$ cat config.mk
export PLATFORM = sky130hd
export DESIGN_NAME = boton_eventos
export DESIGN_NICKNAME = d
export VERILOG_FILES = /design/src/rtl/boton_eventos.sv
export SDC_FILE = /design/constraint.sdc
export NUM_CORES = 1
export LEC_CHECK = 0
export CAP_MARGIN = 20
export CORE_MARGIN = 2
export CORE_UTILIZATION = 36
export CTS_BUF_LIST = sky130_fd_sc_hd__clkbuf_8
export DETAILED_ROUTE_END_ITERATION = 16
export GPL_ROUTABILITY_DRIVEN = 0
export GPL_TIMING_DRIVEN = 0
export PLACE_DENSITY_LB_ADDON = 0.2
export SYNTH_ARGS = -nofsm -noshare
export SYNTH_HDL_FRONTEND = slang
export SYNTH_SLANG_ARGS = --single-unit
$ cat constraint.sdc
create_clock -name clk -period 2.9 [get_ports clk]
set_input_delay 0.87 -clock clk [delete_from_list [all_inputs] [get_ports clk]]
set_output_delay 0.87 -clock clk [all_outputs]
set_load 0.1 [all_outputs]
$ cat src/rtl/boton_eventos.sv
// -----------------------------------------------------------------------------
// boton_eventos
//   Turns one debounced, active-high button level into single-cycle event
//   pulses (press, short press, long press, release) plus a level showing that
//   a long hold is active. One instance per button, fully in the clk domain.
//
// Optional feature macro: BOTON_REPEAT_EN
//   Defined     -> while long-held, pulse_repeat fires every REPEAT_CYCLES.
//   Not defined -> pulse_repeat is tied to 0 and no repeat logic exists.
//
// Parameters
//   LONG_CYCLES   hold time (clk cycles) that classifies a press as long (>= 2)
//   REPEAT_CYCLES auto-repeat period (clk cycles), BOTON_REPEAT_EN only
//   CNT_W         hold counter width, 2**CNT_W > max(LONG_CYCLES, REPEAT_CYCLES)
//
// Ports
//   clk            in   system clock, rising edge
//   rst_n          in   asynchronous active-low reset
//   botondebounced in   debounced button level, 1 = pressed
//   pulse_press    out  one-cycle pulse on press
//   pulse_short    out  one-cycle pulse on release of a short press
//   pulse_long     out  one-cycle pulse when the hold reaches LONG_CYCLES
//   pulse_release  out  one-cycle pulse on any release
//   holding_long   out  level, 1 while in the long-held state
//   pulse_repeat   out  one-cycle auto-repeat pulse
// -----------------------------------------------------------------------------
module boton_eventos #(
    parameter int unsigned LONG_CYCLES   = 100_000_000,
    parameter int unsigned REPEAT_CYCLES = 25_000_000,
    parameter int unsigned CNT_W         = 27
) (
    input  logic clk,
    input  logic rst_n,
    input  logic botondebounced,
    output logic pulse_press,
    output logic pulse_short,
    output logic pulse_long,
    output logic pulse_release,
    output logic holding_long,
    output logic pulse_repeat
);

    typedef enum logic [1:0] {
        ST_IDLE,
        ST_PRESSED,
        ST_LONG_HELD
    } state_t;

    localparam logic [CNT_W-1:0] LONG_LAST = CNT_W'(LONG_CYCLES - 1);
    // Largest threshold the counter ever has to reach; it saturates there so
    // it can never wrap even if a threshold compare were missed.
    localparam int unsigned      CNT_SPAN  = (REPEAT_CYCLES > LONG_CYCLES) ?
                                             REPEAT_CYCLES : LONG_CYCLES;
    localparam logic [CNT_W-1:0] SAT_LAST  = CNT_W'(CNT_SPAN - 1);

    state_t           r_state, w_state_nx;
    logic [CNT_W-1:0] r_cnt, w_cnt_nx, w_cnt_inc;
    logic             r_btn_q, r_btn_prev;
    logic             w_rise, w_fall;

    logic r_press, r_short, r_long, r_release, r_hold;
    logic w_press_nx, w_short_nx, w_long_nx, w_release_nx, w_hold_nx;

`ifdef BOTON_REPEAT_EN
    localparam logic [CNT_W-1:0] REPEAT_LAST = CNT_W'(REPEAT_CYCLES - 1);
    logic r_repeat, w_repeat_nx;
`endif

    assign w_rise    = r_btn_q & ~r_btn_prev;
    assign w_fall    = ~r_btn_q & r_btn_prev;
    assign w_cnt_inc = (r_cnt == SAT_LAST) ? r_cnt : r_cnt + CNT_W'(1);

    always_ff @(posedge clk or negedge rst_n) begin
        if (!rst_n) begin
            r_state    <= ST_IDLE;
            r_cnt      <= '0;
            r_btn_q    <= 1'b0;
            r_btn_prev <= 1'b0;
            r_press    <= 1'b0;
            r_short    <= 1'b0;
            r_long     <= 1'b0;
            r_release  <= 1'b0;
            r_hold     <= 1'b0;
        end else begin
            r_state    <= w_state_nx;
            r_cnt      <= w_cnt_nx;
            r_btn_q    <= botondebounced;
            r_btn_prev <= r_btn_q;
            r_press    <= w_press_nx;
            r_short    <= w_short_nx;
            r_long     <= w_long_nx;
            r_release  <= w_release_nx;
            r_hold     <= w_hold_nx;
        end
    end

`ifdef BOTON_REPEAT_EN
    always_ff @(posedge clk or negedge rst_n) begin
        if (!rst_n) begin
            r_repeat <= 1'b0;
        end else begin
            r_repeat <= w_repeat_nx;
        end
    end
`endif

    always_comb begin
        w_state_nx   = r_state;
        w_cnt_nx     = r_cnt;
        w_press_nx   = 1'b0;
        w_short_nx   = 1'b0;
        w_long_nx    = 1'b0;
        w_release_nx = 1'b0;
        w_hold_nx    = r_hold;
`ifdef BOTON_REPEAT_EN
        w_repeat_nx  = 1'b0;
`endif
        case (r_state)
            ST_IDLE: begin
                w_cnt_nx  = '0;
                w_hold_nx = 1'b0;
                if (w_rise) begin
                    w_state_nx = ST_PRESSED;
                    w_press_nx = 1'b1;
                end
            end
            ST_PRESSED: begin
                // A release on the threshold cycle still counts as short.
                if (w_fall) begin
                    w_state_nx   = ST_IDLE;
                    w_cnt_nx     = '0;
                    w_short_nx   = 1'b1;
                    w_release_nx = 1'b1;
                end else if (r_cnt == LONG_LAST) begin
                    w_state_nx = ST_LONG_HELD;
                    w_cnt_nx   = '0;
                    w_long_nx  = 1'b1;
                    w_hold_nx  = 1'b1;
                end else begin
                    w_cnt_nx = w_cnt_inc;
                end
            end
            ST_LONG_HELD: begin
                if (w_fall) begin
                    w_state_nx   = ST_IDLE;
                    w_cnt_nx     = '0;
                    w_release_nx = 1'b1;
                    w_hold_nx    = 1'b0;
                end else begin
`ifdef BOTON_REPEAT_EN
                    if (r_cnt == REPEAT_LAST) begin
                        w_cnt_nx    = '0;
                        w_repeat_nx = 1'b1;
                    end else begin
                        w_cnt_nx = w_cnt_inc;
                    end
`else
                    w_cnt_nx = '0;
`endif
                end
            end
            default: begin
                w_state_nx = ST_IDLE;
                w_cnt_nx   = '0;
                w_hold_nx  = 1'b0;
            end
        endcase
    end

    assign pulse_press   = r_press;
    assign pulse_short   = r_short;
    assign pulse_long    = r_long;
    assign pulse_release = r_release;
    assign holding_long  = r_hold;
`ifdef BOTON_REPEAT_EN
    assign pulse_repeat  = r_repeat;
`else
    assign pulse_repeat  = 1'b0;
`endif

endmodule

# Yosys cells after proc, flatten, opt, wreduce, memory -nomap -nowiden
# Index checks and enable logic that the tools add are counted.
[totals]
register_bits = 36
out_inout_bits = 6
word_cells = 46
[op_classes]
add_sub_neg = 1
n_eq_ne = 8
mux = 20
n_bitwise = 4
n_reduce_logical = 4
[op_table]
columns = ["cell", "count"]
rows = [
  ["2-to-1 mux 27 bit", 3],
  ["adder 27 x 1 -> 27 bit (second input constant)", 1],
  ["equality test 27 bit (second input constant)", 1],
  ["2-to-1 mux 1 bit", 11],
  ["2-to-1 mux 2 bit", 4],
  ["!= test 2 bit (second input constant)", 4],
  ["case mux 2 bit (3 select lines)", 1],
  ["AND reduction 3 bit", 2],
  ["!= test 3 bit (second input constant)", 1],
  ["AND 1 bit", 2],
  ["equality test 2 x 1 -> 1 bit (second input constant)", 1],
  ["equality test 2 bit (second input constant)", 1],
  ["logical NOT 2 bit", 1],
  ["NOT 1 bit", 2],
  ["case mux 1 bit (2 select lines)", 1],
  ["OR reduction 2 bit", 1],
]

# Depth between registers and ports, before layout
# Gate-level depths: netlist of run 1.
[logic_depth]
depth_word = 4
depth_mapped = 8
ltp_nobuf = 5

# Worst setup path before layout of run 1
# No wires, ideal clock.
[synth_path]
kind = "register -> register"
start = "register r_cnt[0]"
end = "register r_cnt[10]"
setup_time_ps = 71
arrival_time_ps = 1766
required_ps = 2829
slack_ps = 1062
path_stages_with_launch = 9
path_cell_list = "dfrtp_1 > ha_1 > and3_1 > buf_2 > and3_2 > clkbuf_1 > a31o_4 > buf_4 > nor2_1"
[synth_between]
elab_chain_cells = 4
word_cells_on_any_way = 5
classes_between = "add/sub: 1; eq/ne: 1; mux: 3"
[synth_lines]
columns = ["item", "line", "text"]
rows = [
  ["start, declared", "57", "logic [CNT_W-1:0] r_cnt, w_cnt_nx, w_cnt_inc;"],
  ["start signal, assigned", "86", "r_cnt <= w_cnt_nx;"],
  ["adder 27 x 1 -> 27 bit or equality test 27 bit (tied branches)", "71, 134", ""],
  ["2-to-1 mux 27 bit *", "134", "end else if (r_cnt == LONG_LAST) begin"],
  ["2-to-1 mux 27 bit *", "129", "if (w_fall) begin"],
  ["2-to-1 mux 27 bit *", "-", ""],
  ["net w_cnt_nx[10]", "57", ""],
]
# Mark *: on every way through the listed nets, which the timed path passes. The rest lies on a longest branch.
# A chain may end at the register's enable or synchronous reset.

# Worst setup path after layout of run 1
[layout_path]
start = "register r_hold, in the netlist holding_long"
end = "output port holding_long"
[layout_rtl]
columns = ["item", "line", "text"]
rows = [
  ["start, declared", "61", "logic r_press, r_short, r_long, r_release, r_hold;"],
  ["start signal, assigned", "93", "r_hold <= w_hold_nx;"],
  ["end, declared", "39", "output logic holding_long,"],
]
# No word-level cell between the ends.

==> reports/qor.csv, run 1 <==
stage,metric,value,unit
drt,via_count,1413,
drt,drt_iter0_drc,56,
pwr,p_switching,342,µW
critical_path,critPathRequiredTime,2.03,ns
pwr,pwr-share-clk,33.1,%
run,drv_cap,0,
critical_path,cp_num_cells,1,
clock_network,cts_resized,0,
sta,fmax,375,MHz
yosys,synth_area_leaders,"dfrtp_1 (47%), xor2_1 (5.0%), nor2_1 (3.5%), o31ai_1 (3.1%), nand4_1 (2.9%)",
global_routing,grt_pass1_vias,1360,
sta,drv_slew,0,
sta,min_period_over_period,91.9,%
floorplanning,die_h,76.9,µm
floorplanning,die_x,76.9,µm
pwr,power.density,531,mW/mm²
clock_network,clk_pin_slew_worst_paths,0.07,ns
sta,hold_viol,0,
clock_network,h-tree-depth,2,
drt,wl_met1,1950,µm
cells_and_area,diodes,0,
clock_network,clock_path_buffers,2,
cells_and_area,most-common-layout-cells,"dfrtp_1 (36), nor2_1 (18), nand3_1 (11), xor2_1 (11)",
drt,highest_layer,met4,
global_routing,grt_pass1_wl,6560,µm
drt,dr_wl_met3,153,µm
yosys,synth_warnings,0,
drt,routedWlPerCell,14.1,µm
yosys,synth_edf_count,0,
pwr,p_seq_share,47.1,%
critical_path,rr_worst_depth,8,
critical_path,cp-end-kind,output port,
pwr,p_comb_share,19.8,%
floorplanning,coreArea,0.00511,mm²
floorplanning,fp-row-count,26,
sta,worst_pin_slew,0.966,ns
cells_and_area,areaGrowthSynthToFinish,13.0,%
placed_design,placed_area,0.00207,mm²
yosys,netlist_area,0.00191,mm²
placed_design,io_buffers,7,
drt,ant_nets,0,
sta,min_period,2.66,ns
clock_network,clock-sinks,36,
pwr,leakagePower,0.000916,µW
clock_network,cts_buffers,5,
sta,rsz0062_at_grt,false,
drt,wl_met2,1680,µm
drt,drt-total-wl,3850,µm
cells_and_area,final_nets,210,
yosys,synth_ff_type,dfrtp_1,
critical_path,crit_buf_inv,1,
global_routing,grt_overflow,0,
clock_network,postCtsHoldBufs,0,
drt,vias_per_cell,5.18,
critical_path,crit_family,buffers and inverters,
cells_and_area,drive_above_1_share,13.8,%
yosys,async_flop_share,100,%
floorplanning,initial_core_util,37.5,%
drt,drc,0,
sta,timing.hold.ws,0.445,ns
floorplanning,boundaryPins,9,
min_path,whs_path_depth,0,
clock_network,clk_latency,0.28,ns
critical_path,cp-start-kind,register,
yosys,synth.distinct_cells,43,
critical_path,crit_chain,clkdlybuf4s50_1,
placed_design,dp_hpwl,2580,µm
clock_network,cts_tree,yes,
yosys,synth_top_area_share,47.1,%
cells_and_area,final_area,0.00216,mm²
floorplanning,fp.dieArea,0.00592,mm²
pwr,vdd_drop_max,0.204,mV
yosys,synth.avg_cell_area,10.1,µm²
critical_path,cp_max_fo,3,
pwr,p_sw_share,29.7,%
cells_and_area,num-fill-cells,518,
placed_design,dp_cells,266,
pwr,internal-power,807,µW
yosys,synth_nets,196,
sta,maxSlewHeadroom,35.4,%
global_routing,grt_util_all_layers,14.3,%
yosys,yosys.area.top_type,dfrtp_1,
yosys,ys_ff_latch,36,
min_path,min_path_type,reg2reg,
clock_network,postCtsSetupBuffers,0,
cells_and_area,finalNonFillerCells,273,
drt,detailedRoute.firstPassIterationCount,4,
sta,skew,0.00479,ns
global_routing,grt_max_degree,37,
yosys,netlist_instances,189,
critical_path,crit_path_top_delay_cell,clkdlybuf4s50_1,
clock_network,root_buffer,clkbuf_8,
critical_path,path_class,reg2out,
sta,setup_viol,0,
sta,setup_tns,0,ns
status,status,"finished, final reports clean",
yosys,seq_area_frac_synth,47.1,%
global_routing,antenna_found_initial,0,
critical_path,max_stage_delay,1.14,ns
critical_path,arrival,1.79,ns
cells_and_area,final_common_cell,dfrtp_1,
[cell families (layout without fill, tap and decap cells)]
| family | count (synthesis) | in the layout | synth area share [%] |
|---|---|---|---|
| xor gates and xnor gates | 14 | 14 | 6.41 |
| and+or+nand+nor | 87 | 87 | 27.2 |
| DFF | 36 | 36 | 47.1 |
| buffers and inverters | 16 | 30 | 5.23 |
| AOI/OAI and AO/OA | 31 | 31 | 11.3 |
| other | 1 | 1 | 0.196 |
| adders and majority gates | 4 | 4 | 2.61 |
[worst register-to-register path, stage by stage, from the launching register on]
cell      delay [ns]
dfrtp_1         0.40
ha_1            0.23
and3_1          0.18
buf_2           0.18
and3_2          0.21
clkbuf_1        0.17
a31o_4          0.31
buf_4           0.19
nor2_1          0.12
[flip-flops by register name (all words and copies together), names as in the netlist]
name / flops
pulse_release: 1
r_btn_prev: 1
r_btn_q: 1
holding_long: 1
pulse_press: 1
pulse_long: 1
r_cnt: 27
r_state: 2
pulse_short: 1
[final cells by class]
class	count	area (µm²)	share of cell area, %
plain buffers	12	85.1	3.93
clock buffers	7	96.3	4.45
inverters	4	15.0	0.694
multi-input cells	137	913	42.2
flip-flops and latches	36	901	41.6
well taps	70	87.6	4.05
repair buffers	7	65.1	3.01
[metal layers]
layer / vias up / GRT usage (%)
met4: 0 / 6.55
met2: 29 / 21.3
met5: - / 0
li1: 709 / -
met3: 7 / 3.88
met1: 668 / 19.3
[synthesized netlist by cell type (2+ instances only)]
library cell	count
nor4b_1	2
ha_1	4
nor2_1	18
buf_4	3
or3_1	3
and2_1	5
xnor2_1	3
dfrtp_1	36
buf_2	5
and3_2	2
nand3_1	11
nand4_1	9
a21oi_1	10
nor2b_1	2
and4_1	5
o21ai_0	4
inv_1	4
o31ai_1	8
or4_1	6
and3_1	5
nand2_1	10
buf_6	3
xor2_1	11
[power by group through the flow]
stage	Sequential (µW)	Combinational, µW	Clock, µW
3_5_place_dp	551	230	0
2_1_floorplan	590	123	0
6_report	541	227	380
5_1_grt	544	253	422
3_3_place_gp	551	231	0
4_1_cts	542	231	397
[worst paths after layout]
kind | start | to | slack [ns]
setup / recovery | holding_long | holding_long | 0.24
hold / removal | r_btn_q | r_btn_prev | 0.45
setup reg to reg | r_cnt[0] | r_cnt[13] | 0.85
hold reg to reg | r_btn_q | r_btn_prev | 0.45
max in group asynchronous | rst_n | r_cnt[26] | 1.71
min in group asynchronous | rst_n | r_btn_q | 0.67
[through the flow]
step                      utilization, %  total power [µW]  worst slack (ns)
after CTS                           42.4              1170             0.216
after global routing                42.4              1220             0.180
final                               42.4              1150             0.236
after global placement              40.6               782            0.0809
after floorplan                        -               713              1.06
after detailed placement            40.5               782             0.536
Power figures use the tool's default switching activity.
==> run 2: changes to the inputs <==
--- a/config.mk
+++ b/config.mk
@@ -13,6 +13,7 @@
 export GPL_ROUTABILITY_DRIVEN = 0
 export GPL_TIMING_DRIVEN = 0
 export PLACE_DENSITY_LB_ADDON = 0.2
+export SLEW_MARGIN = 20
 export SYNTH_ARGS = -nofsm -noshare
 export SYNTH_HDL_FRONTEND = slang
 export SYNTH_SLANG_ARGS = --single-unit
==> reports/qor.csv, run 2 (same netlist as run 1, synthesis figures left out) <==
stage,metric,value,unit
placed_design,dp_hpwl,2620,µm
cells_and_area,top_register,r_cnt,
critical_path,rrSetupSlack,0.83,ns
cells_and_area,diodes,0,
drt,routedWlPerCell,13.7,µm
critical_path,cp-start-kind,register,
pwr,p_total,1130,µW
sta,worst_pin_slew,0.966,ns
critical_path,cp-end-kind,output port,
critical_path,timing.rr.start,r_cnt[0],
sta,hold_viol,0,
critical_path,worst_r2r_endpoint,r_cnt[15],
critical_path,crit_chain,clkdlybuf4s50_1,
global_routing,grt_max_degree,25,
sta,fmax,375,MHz
clock_network,root_buffer,clkbuf_8,
cells_and_area,num-fill-cells,493,
cells_and_area,final_nets,211,
critical_path,crit_end,holding_long,
min_path,hp-start,r_btn_q,
clock_network,clock-sinks,36,
global_routing,grt_pass1_vias,1396,
critical_path,crit_buf_inv,1,
critical_path,crit_start,holding_long,
clock_network,cts_tree,yes,
clock_network,postCtsSetupBuffers,0,
floorplanning,coreArea,0.00511,mm²
global_routing,grt_util_all_layers,14.2,%
critical_path,crit_family,buffers and inverters,
critical_path,max_stage_delay,1.14,ns
global_routing,antenna_found_initial,0,
clock_network,h-tree-depth,2,
pwr,power.density,517,mW/mm²
drt,drc,0,
sta,timing.hold.ws,0.439,ns
global_routing,grt_overflow,0,
placed_design,io_buffers,7,
pwr,pwr-share-clk,31.7,%
status,status,"finished, final reports clean",
sta,min_period_over_period,91.8,%
sta,setup_viol,0,
floorplanning,fp-row-count,26,
floorplanning,initial_core_util,37.5,%
clock_network,cts_resized,0,
pwr,p_comb_share,20.2,%
sta,drv_slew,0,
cells_and_area,drive_above_1_share,13.7,%
min_path,min_path_type,reg2reg,
critical_path,arrival,1.79,ns
cells_and_area,areaGrowthSynthToFinish,13.7,%
critical_path,cp_max_fo,3,
pwr,p_sw_share,30.4,%
cells_and_area,most-common-layout-cells,"dfrtp_1 (36), nor2_1 (18), nand3_1 (11), xor2_1 (11)",
global_routing,grt_pass1_wl,6710,µm
sta,min_period,2.66,ns
pwr,vdd_drop_max,0.265,mV
pwr,p_switching,342,µW
cells_and_area,largest_reg_flops,27,
floorplanning,fp.dieArea,0.00592,mm²
sta,maxSlewHeadroom,35.4,%
clock_network,clk_pin_slew_worst_paths,0.07,ns
critical_path,rr_worst_depth,8,
run,drv_cap,0,
clock_network,clock_path_buffers,2,
cells_and_area,fin_util,42.6,%
sta,rsz0062_at_grt,false,
pwr,internal-power,784,µW
floorplanning,die_x,76.9,µm
critical_path,path_class,reg2out,
drt,detailedRoute.firstPassIterationCount,4,
drt,ant_nets,0,
critical_path,crit_path_top_delay_cell,clkdlybuf4s50_1,
drt,vias_per_cell,5.07,
sta,setup_tns,0,ns
drt,drt_iter0_drc,43,
sta,skew,0.00501,ns
cells_and_area,final_common_cell,dfrtp_1,
clock_network,cts_buffers,5,
pwr,p_seq_share,48.1,%
cells_and_area,reg_top3,"r_cnt x27, r_state x2",
drt,drt-total-wl,3780,µm
pwr,leakagePower,0.000929,µW
floorplanning,boundaryPins,9,
floorplanning,die_h,76.9,µm
drt,via_count,1394,
critical_path,critPathRequiredTime,2.03,ns
clock_network,postCtsHoldBufs,0,
critical_path,cp_num_cells,1,
clock_network,clk_latency,0.28,ns
run 2: layout make-up:
type / instances / area (µm²) / share of cell area [%]
buffer: 12 / 85.1 / 3.91
clock buffer: 6 / 82.6 / 3.79
clock inverter: 2 / 7.51 / 0.345
inverter: 4 / 15.0 / 0.690
multi-input combinational: 137 / 913 / 42.0
sequential: 36 / 901 / 41.4
tap: 70 / 87.6 / 4.02
timing repair buffer: 8 / 85.1 / 3.91
run 2: stage by stage:
stage,setup WS [ns],cells,cell area (µm²)
after floorplan,1.06,189,1910
after global placement,0.0809,266,2070
after detailed placement,0.534,267,2090
after CTS,0.217,275,2180
after global routing,0.168,275,2180
final,0.237,275,2180
run 2: power by group through the flow:
stage | sequential [µW] | clock, µW | combinational [µW]
finish | 542 | 357 | 227
global route | 544 | 392 | 255
CTS | 541 | 377 | 234
detailed placement | 551 | 0 | 233
global placement | 551 | 0 | 231
floorplan | 590 | 0 | 123
run 2: how the worst min path moves through the flow:
stage / endpoint / slack, ns / depth (start not counted)
6_report: r_btn_prev / 0.44 / 0
2_1_floorplan: r_btn_prev / 0.39 / 0
3_5_place_dp: r_btn_prev / 0.42 / 0
5_1_grt: r_btn_prev / 0.47 / 0
4_1_cts: r_btn_prev / 0.44 / 0
3_3_place_gp: r_btn_prev / 0.42 / 0
run 2: per-layer routing:
metal  vias up  track usage (%)  wire length, µm
met5         -                0                0
met4         0             3.82               21
met3         2             3.53               89
met2        17             22.0             1690
met1       660             19.6             1980
li1        715                -                -
==> run 3: changes to the inputs <==
--- a/config.mk
+++ b/config.mk
@@ -5,7 +5,6 @@
 export SDC_FILE = /design/constraint.sdc
 export NUM_CORES = 1
 export LEC_CHECK = 0
-export CAP_MARGIN = 20
 export CORE_MARGIN = 2
 export CORE_UTILIZATION = 36
 export CTS_BUF_LIST = sky130_fd_sc_hd__clkbuf_8
==> results of run 3 <==
Final layout, timing and power as in run 2 (identical DEF).
